<file path="config.mk">
export PLATFORM = sky130hd
export DESIGN_NAME = operand_extend_buf_flat
export DESIGN_NICKNAME = d
export VERILOG_FILES = /design/src/rtl/operand_extend_buf_pkg.sv /design/src/rtl/operand_extend_buf_if.sv /design/src/rtl/operand_extend_buf_extend_core.sv /design/src/rtl/operand_extend_buf.sv /design/src/flat_wrapper.sv
export SDC_FILE = /design/constraint.sdc
export NUM_CORES = 1
export LEC_CHECK = 0
export CORE_MARGIN = 2
export CORE_UTILIZATION = 50
export DETAILED_ROUTE_END_ITERATION = 8
export DONT_BUFFER_PORTS = 1
export GPL_TIMING_DRIVEN = 0
export SETUP_SLACK_MARGIN = 0.15
export SYNTH_ARGS = -nofsm -noshare
export SYNTH_HDL_FRONTEND = slang
export SYNTH_SLANG_ARGS = --single-unit
</file>
<file path="constraint.sdc">
create_clock -name clk -period 2.9 [get_ports clk]
set_input_delay 0.58 -clock clk [delete_from_list [all_inputs] [get_ports clk]]
set_output_delay 0.58 -clock clk [all_outputs]
set_load 0.1 [all_outputs]
</file>
<file path="src/rtl/operand_extend_buf_pkg.sv">
// Shared definitions for the multiplier-front operand blocks.
package operand_extend_buf_pkg;

    // Extension mode carried alongside each operand.
    localparam logic EXT_ZERO = 1'b0;
    localparam logic EXT_SIGN = 1'b1;

    // Occupancy of the main/skid register pair.
    typedef enum logic [1:0] {
        EMPTY = 2'd0,
        ONE   = 2'd1,
        FULL  = 2'd2
    } ext_state_t;

endpackage

</file>
<file path="src/rtl/operand_extend_buf_if.sv">
// Operand handshake bundle: input side (source -> buffer) and output side (buffer -> multiplier).
interface operand_extend_buf_if #(
    parameter int unsigned IN_W  = 4,
    parameter int unsigned OUT_W = 8
) ();

    logic             in_valid;
    logic             in_ready;
    logic [IN_W-1:0]  in_data;
    logic             in_sext;
    logic             out_valid;
    logic             out_ready;
    logic [OUT_W-1:0] out_data;
    logic             out_neg;

    // Environment side: produces operands and consumes results.
    modport master (
        output in_valid,
        output in_data,
        output in_sext,
        output out_ready,
        input  in_ready,
        input  out_valid,
        input  out_data,
        input  out_neg
    );

    // Buffer side.
    modport slave (
        input  in_valid,
        input  in_data,
        input  in_sext,
        input  out_ready,
        output in_ready,
        output out_valid,
        output out_data,
        output out_neg
    );

endinterface

</file>
<file path="src/rtl/operand_extend_buf_extend_core.sv">
// Combinational zero/sign extension of one operand from IN_W to OUT_W bits.
module operand_extend_buf_extend_core
    import operand_extend_buf_pkg::*;
#(
    parameter int unsigned IN_W  = 4,
    parameter int unsigned OUT_W = 8
) (
    input  logic [IN_W-1:0]  in_data_i,
    input  logic             in_sext_i,
    output logic [OUT_W-1:0] ext_data_o,
    output logic             neg_o
);

    logic fill_bit;

    // Upper bits are copies of the MSB only for a sign-extended negative operand.
    assign fill_bit = (in_sext_i == EXT_SIGN) && in_data_i[IN_W-1];
    assign neg_o    = fill_bit;

    if (OUT_W < IN_W) begin : g_bad_width
        $error("operand_extend_buf: OUT_W must be >= IN_W");
        assign ext_data_o = '0;
    end else if (OUT_W == IN_W) begin : g_pass
        assign ext_data_o = in_data_i;
    end else begin : g_extend
        assign ext_data_o = {{(OUT_W - IN_W){fill_bit}}, in_data_i};
    end

endmodule

</file>
<file path="src/rtl/operand_extend_buf.sv">
// Registered operand extender with a 2-entry skid buffer (main reg M, skid reg S).
module operand_extend_buf
    import operand_extend_buf_pkg::*;
#(
    parameter int unsigned IN_W  = 4,
    parameter int unsigned OUT_W = 8
) (
    input  logic                 clk,
    input  logic                 rst_n,
    input  logic                 flush,
    operand_extend_buf_if.slave  bus
);

    ext_state_t       state_q, state_d;
    logic [OUT_W-1:0] m_data_q, m_data_d;
    logic             m_neg_q, m_neg_d;
    logic [OUT_W-1:0] s_data_q, s_data_d;
    logic             s_neg_q, s_neg_d;
    logic             in_ready_q, in_ready_d;

    logic [OUT_W-1:0] ext_data;
    logic             ext_neg;
    logic             in_acc;
    logic             out_acc;

    // Extend on the input side so the result is registered with no extra latency.
    operand_extend_buf_extend_core #(
        .IN_W  (IN_W),
        .OUT_W (OUT_W)
    ) u_extend_core (
        .in_data_i  (bus.in_data),
        .in_sext_i  (bus.in_sext),
        .ext_data_o (ext_data),
        .neg_o      (ext_neg)
    );

    assign in_acc        = bus.in_valid && in_ready_q;
    assign out_acc       = (state_q != EMPTY) && bus.out_ready;

    assign bus.in_ready  = in_ready_q;
    assign bus.out_valid = (state_q != EMPTY);
    assign bus.out_data  = m_data_q;
    assign bus.out_neg   = m_neg_q;

    // Next-state, register loads and registered in_ready; flush overrides every handshake.
    always_comb begin
        state_d  = state_q;
        m_data_d = m_data_q;
        m_neg_d  = m_neg_q;
        s_data_d = s_data_q;
        s_neg_d  = s_neg_q;

        if (flush) begin
            state_d = EMPTY;
        end else begin
            unique case (state_q)
                EMPTY: begin
                    if (in_acc) begin
                        m_data_d = ext_data;
                        m_neg_d  = ext_neg;
                        state_d  = ONE;
                    end
                end
                ONE: begin
                    if (in_acc && out_acc) begin
                        // New operand replaces the departing one, no bubble.
                        m_data_d = ext_data;
                        m_neg_d  = ext_neg;
                    end else if (in_acc) begin
                        s_data_d = ext_data;
                        s_neg_d  = ext_neg;
                        state_d  = FULL;
                    end else if (out_acc) begin
                        state_d  = EMPTY;
                    end
                end
                FULL: begin
                    // in_ready is low here, so only the output side can move.
                    if (out_acc) begin
                        m_data_d = s_data_q;
                        m_neg_d  = s_neg_q;
                        state_d  = ONE;
                    end
                end
                default: begin
                    state_d = EMPTY;
                end
            endcase
        end

        in_ready_d = (state_d != FULL);
    end

    // State and data registers with asynchronous reset.
    always_ff @(posedge clk or negedge rst_n) begin
        if (!rst_n) begin
            state_q    <= EMPTY;
            m_data_q   <= '0;
            m_neg_q    <= 1'b0;
            s_data_q   <= '0;
            s_neg_q    <= 1'b0;
            in_ready_q <= 1'b1;
        end else begin
            state_q    <= state_d;
            m_data_q   <= m_data_d;
            m_neg_q    <= m_neg_d;
            s_data_q   <= s_data_d;
            s_neg_q    <= s_neg_d;
            in_ready_q <= in_ready_d;
        end
    end

endmodule
</file>
<file path="src/flat_wrapper.sv">
// flat-port wrapper written by rule: the top's interface ports become plain ports
module operand_extend_buf_flat import operand_extend_buf_pkg::*;
#(
    parameter int unsigned IN_W  = 4,
    parameter int unsigned OUT_W = 8
)
  (clk, rst_n, flush, bus_in_valid, bus_in_data, bus_in_sext, bus_out_ready, bus_in_ready, bus_out_valid, bus_out_data, bus_out_neg);
  operand_extend_buf_if #(.IN_W(IN_W), .OUT_W(OUT_W)) bus_i ();
  input  logic clk;
  input  logic rst_n;
  input  logic flush;
  input wire logic [$bits(bus_i.in_valid)-1:0] bus_in_valid;
  input wire logic [$bits(bus_i.in_data)-1:0] bus_in_data;
  input wire logic [$bits(bus_i.in_sext)-1:0] bus_in_sext;
  input wire logic [$bits(bus_i.out_ready)-1:0] bus_out_ready;
  output wire logic [$bits(bus_i.in_ready)-1:0] bus_in_ready;
  output wire logic [$bits(bus_i.out_valid)-1:0] bus_out_valid;
  output wire logic [$bits(bus_i.out_data)-1:0] bus_out_data;
  output wire logic [$bits(bus_i.out_neg)-1:0] bus_out_neg;
  assign bus_i.in_valid = bus_in_valid;
  assign bus_i.in_data = bus_in_data;
  assign bus_i.in_sext = bus_in_sext;
  assign bus_i.out_ready = bus_out_ready;
  assign bus_in_ready = bus_i.in_ready;
  assign bus_out_valid = bus_i.out_valid;
  assign bus_out_data = bus_i.out_data;
  assign bus_out_neg = bus_i.out_neg;
  operand_extend_buf #(.IN_W(IN_W), .OUT_W(OUT_W)) u_core (.clk(clk), .rst_n(rst_n), .flush(flush), .bus(bus_i));
endmodule
</file>
# Word-level counts from Yosys, hierarchy flattened
# Index checks and enable logic that the tools add are counted.
[totals] out_inout_bits=11 elab_cells=38 mem_bits_ro=0 mem_count=0 regBits=18 latch_bits=0 ram_bits=0 inputBits=10
[op_classes] reduce_logical=9 multipliers=0 n_bitwise=2 shifts=0 n_eq_ne=6 div_mod_pow=0 n_lt_le_gt_ge=0 mux=15 addsub=0
[op_table] op="$mux W8" count=3
[op_table] op="$pmux W8 S3" count=1
[op_table] op="$mux W2" count=6
[op_table] op="$ne A2 B1 Y1 const B" count=3
[op_table] op="$pmux W2 S3" count=1
[op_table] op="$reduce_and A5 Y1" count=1
[op_table] op="$logic_and A1 B1 Y1" count=4
[op_table] op="$reduce_and A4 Y1" count=1
[op_table] op="$mux W1" count=3
[op_table] op="$pmux W1 S3" count=1
[op_table] op="$reduce_bool A3 Y1" count=1
[op_table] op="$eq A2 B1 Y1 const B" count=1
[op_table] op="$eq A2 B2 Y1 const B" count=1
[op_table] op="$logic_not A2 Y1" count=1
[op_table] op="$ne A2 B2 Y1 const B" count=1
[op_table] op="$not A1 Y1" count=2
[op_table] op="$reduce_bool A2 Y1" count=1

# Depth between registers and ports, before layout
[depth] depth_word=8 mapped_depth=5

# Cells and area by module
# From an unflattened synthesis, not the netlist that was laid out.
[hier_totals] cells_unflattened=94 area_unflattened_um2=1059.8
[by_module_without_submodules] module="operand_extend_buf" area_per_inst_um2=993.5 n_inst=1 cells_each=85
[by_module_without_submodules] module="operand_extend_buf_extend_core" area_per_inst_um2=66.3 n_inst=1 cells_each=9

# Least setup slack after synthesis
# Ideal clock, no wire load.
[synth_path] path_type="reg2out" start="register, netlist name u_core.bus.out_data[6]" end="output bus_out_data[4]" arrival_time_ns=1.389 path_stages_with_launch=2 slack_ns=0.931 cell_sequence="dfrtp_1 > buf_4"
[synth_rtl] item="to (decl)" line="flat_wrapper.sv:18" rtl="output wire logic [$bits(bus_i.out_data)-1:0] bus_out_data;"

# Final worst setup path
[layout_path] start="register u_core.m_data_q[6], in the netlist u_core.bus.out_data[6]" end="output bus_out_data[6]"
[layout_rtl] item="from (decl)" line="operand_extend_buf.sv:15" rtl="logic [OUT_W-1:0] m_data_q, m_data_d;"
[layout_rtl] item="from (signal assigned)" line="operand_extend_buf.sv:105" rtl="m_data_q <= m_data_d;"
# No word-level cell between the ends.

==> results.sh <==
export IMPL_status="completed"
export IMPL_finalNonFillerCells=79
export IMPL_grt_max_degree=13
export IMPL_numCtsBuffers=3
export IMPL_finalCoreUtilization_pct=57.4
export IMPL_syn_nets=69
export IMPL_crit_path_cell_trace="buf_4"
export IMPL_path_max_fanout=6
export IMPL_start_kind="flop"
export IMPL_ant_nets=0
export IMPL_fp_dieW_microns=41.0
export IMPL_grt_pass1_wl_microns=1830
export IMPL_tightest_slew_ns=0.987
export IMPL_dr_total_vias=443
export IMPL_syn_avg_cell_area_sq_um=11.6
export IMPL_tns_ns=0
export IMPL_synth_seq_cells=13
export IMPL_dp_hpwl_microns=923
export IMPL_crit_buf_inv=1
export IMPL_ir_drop_mv=0.303
export IMPL_clk_latency_ns=0.27
export IMPL_synth_top_area_share_pct=44.0
export IMPL_avgViaCountPerCell=5.61
export IMPL_relSlewSlack_pct=34.2
export IMPL_synth_cell_types=22
export IMPL_portBuffers=0
export IMPL_post_place_ws_ns=0.903
export IMPL_synthFlopType="dfrtp_1"
export IMPL_row_count=13
export IMPL_max_stage_delay_ns=1.00
export IMPL_diodes=0
export IMPL_ctsHtreeMaxLevel=1
export IMPL_reg2reg_slack_ns=1.07
export IMPL_place_congestion=0.653
export IMPL_synthArstFlopShare_pct=100
export IMPL_path_delay_family="flip-flops"
export IMPL_critPathSlowestCell="dfrtp_1"
export IMPL_p_switching_uw=288
export IMPL_synth_edf_count=0
export IMPL_grt_antenna_before_repair=0
export IMPL_p_int_uw=320
export IMPL_r2r_start="u_core.bus.in_ready$_DFF_PN1_"
export IMPL_dieArea_sq_um=1680
export IMPL_drt_initial_drc_count=4
export IMPL_pwr_share_clk_pct=18.1
export IMPL_grt_pass1_vias=415
export IMPL_r2r_end="u_core.s_data_q[2]$_DFFE_PN0P_"
export IMPL_drive_above_1_share_pct=28.1
export IMPL_clock_sinks=13
export IMPL_total_leakage_power_uw=0.000364
export IMPL_p_comb_share_pct=26.6
export IMPL_synth_area_sq_um=683
export IMPL_postRouteWirelength_microns=1230
export IMPL_ys_top_cells_by_area="dfrtp_1 44%, mux2i_1 8.8%, mux2_4 8.8%"
export IMPL_grtUsageTotal_pct=17.8
export IMPL_min_period_ns=2.29
export IMPL_synth_commonest_cells="12 x dfrtp_1, 7 x nand2_1, 6 x mux2i_1, 6 x o21ai_1"
export IMPL_fin_nets=75
export IMPL_drtPass1Iterations=4
export IMPL_coreArea_sq_um=1280
export IMPL_ys_seq_area_share_pct=47.8
export IMPL_cellPowerDensity_nw_per_um2=825
export IMPL_maxCapViolCount=0
export IMPL_reg2reg_depth=4
export IMPL_drv_slew=0
export IMPL_clock_fmax_mhz=438
export IMPL_setup_viol_count_final=0
export IMPL_cts_root_buf="clkbuf_4"
export IMPL_post_route_period_util_pct=78.8
export IMPL_areaGrowthSynthToFinish_pct=8.06
export IMPL_hp_class="in2async"
export IMPL_hold_viol_final=0
export IMPL_yosysWarnings=0
export IMPL_yosysTopAreaCell="dfrtp_1"
export IMPL_rsz0062_at_grt="false"
export IMPL_postSynthCellCount=59
export IMPL_critPathKind="reg2out"
export IMPL_skew_ns=0.00218
export IMPL_critPathCaptureType="output port"
export IMPL_cts_setup_buffers=0
export IMPL_clk_pin_slew_ns=0.08
export IMPL_crit_arrival_ns=1.71
export IMPL_ios=21
export IMPL_wire_per_inst_microns=15.6
export IMPL_drc=0
export IMPL_worstPathRequired_ns=2.32
export IMPL_switching_share_pct=47.4
export IMPL_p_seq_share_pct=55.4
export IMPL_overflow=0
export IMPL_worst_hold_slack_ns=0.148
export IMPL_fin_ws_ns=0.615
export IMPL_clockBufferDepth=2
export IMPL_yosysMostFrequentCell="dfrtp_1"
export IMPL_dieHeight_microns=41.0
export IMPL_dpl_cell_count=74
export IMPL_cts_tree="done"
export IMPL_start_util_pct=53.2
-- power by group through the flow --
stage	clock network, uW	registers (uW)	logic (uW)
5_1_grt	123	342	172
2_1_floorplan	0	334	148
6_report	110	337	162
4_1_cts	112	337	163
3_3_place_gp	0	338	153
3_5_place_dp	0	341	157
-- worst register-to-register path, cell delays in order, from the launching register on --
cell	delay (ns)
dfstp_2	0.86
and2_1	0.20
buf_2	0.19
nand3_4	0.14
mux2_4	0.33
-- flip-flops by register name (all words and copies together) (netlist names) --
name and count:
u_core.state_q 2, u_core.bus.in_ready 1, u_core.bus.out_data 5, u_core.s_data_q 5
-- through the flow --
stage,area (sq um),power [uW]
global route,738,637
finish,738,609
floorplan,683,482
detailed placement,702,498
CTS,738,611
global placement,702,491
-- per-layer routing --
layer / wire length, microns / track usage, %
met1: 553 / 19.4
met2: 558 / 28.9
met3: 109 / 7.07
met4: 10 / 10.0
met5: 0 / 0
-- kinds of logic (layout without fill, tap and decap cells) --
group	after synthesis	after routing	synth area share, %
muxes	10	10	17.6
buffers and inverters	8	13	6.96
and+or+nand+nor	18	18	16.7
AOI/OAI and AO/OA	10	10	11.0
DFF	13	13	47.8
-- cell usage in the layout (no fill, tap or decap) --
cell,netlist,layout
buf_4,4,4
nand2_1,7,7
nand2b_1,2,2
nand3_4,1,1
o21ai_1,6,6
and2b_1,1,1
buf_2,2,2
clkbuf_4,0,3
a31oi_4,1,1
dfrtp_1,12,12
or2_1,1,1
nor2_2,1,1
mux2i_1,6,6
nor2_1,2,2
dlygate4sd3_1,0,1
dfstp_2,1,1
o22a_1,1,1
mux2_4,4,4
and4bb_4,1,1
and2_1,1,1
a211o_1,1,1
a31oi_1,1,1
nand3b_1,1,1
inv_1,2,2
clkbuf_1,0,1
-- final cells by class --
cell class              count  area [sq um]
plain buffers               6          40.0
well taps                  15          18.8
repair buffers              1          10.0
fillers                   113           547
clock buffers               4          26.3
flip-flops and latches     13           327
inverters                   2          7.51
multi-input cells          38           309
-- what timing repair did --
| action | in CTS | in global routing |
|---|---|---|
| endpoints found under the hold margin | 12 | 0 |
| hold buffers | 1 | 0 |
| gates resized for setup | 0 | 0 |
-- worst max-delay path by stage --
stage	startpoint	end	slack, ns	cells past startpoint
final	u_core.bus.out_data[6]$_DFFE_PN0P_	bus_out_data[6]	0.61	1
after detailed placement	u_core.bus.out_data[6]$_DFFE_PN0P_	bus_out_data[6]	0.90	1
after CTS	u_core.bus.out_data[6]$_DFFE_PN0P_	bus_out_data[6]	0.60	1
after global routing	u_core.bus.out_data[6]$_DFFE_PN0P_	bus_out_data[5]	0.53	1
after global placement	u_core.bus.out_data[6]$_DFFE_PN0P_	bus_out_data[4]	0.91	1
after floorplan	u_core.bus.out_data[6]$_DFFE_PN0P_	bus_out_data[4]	0.93	1
Note: power is estimated with default switching activity, not from simulation.
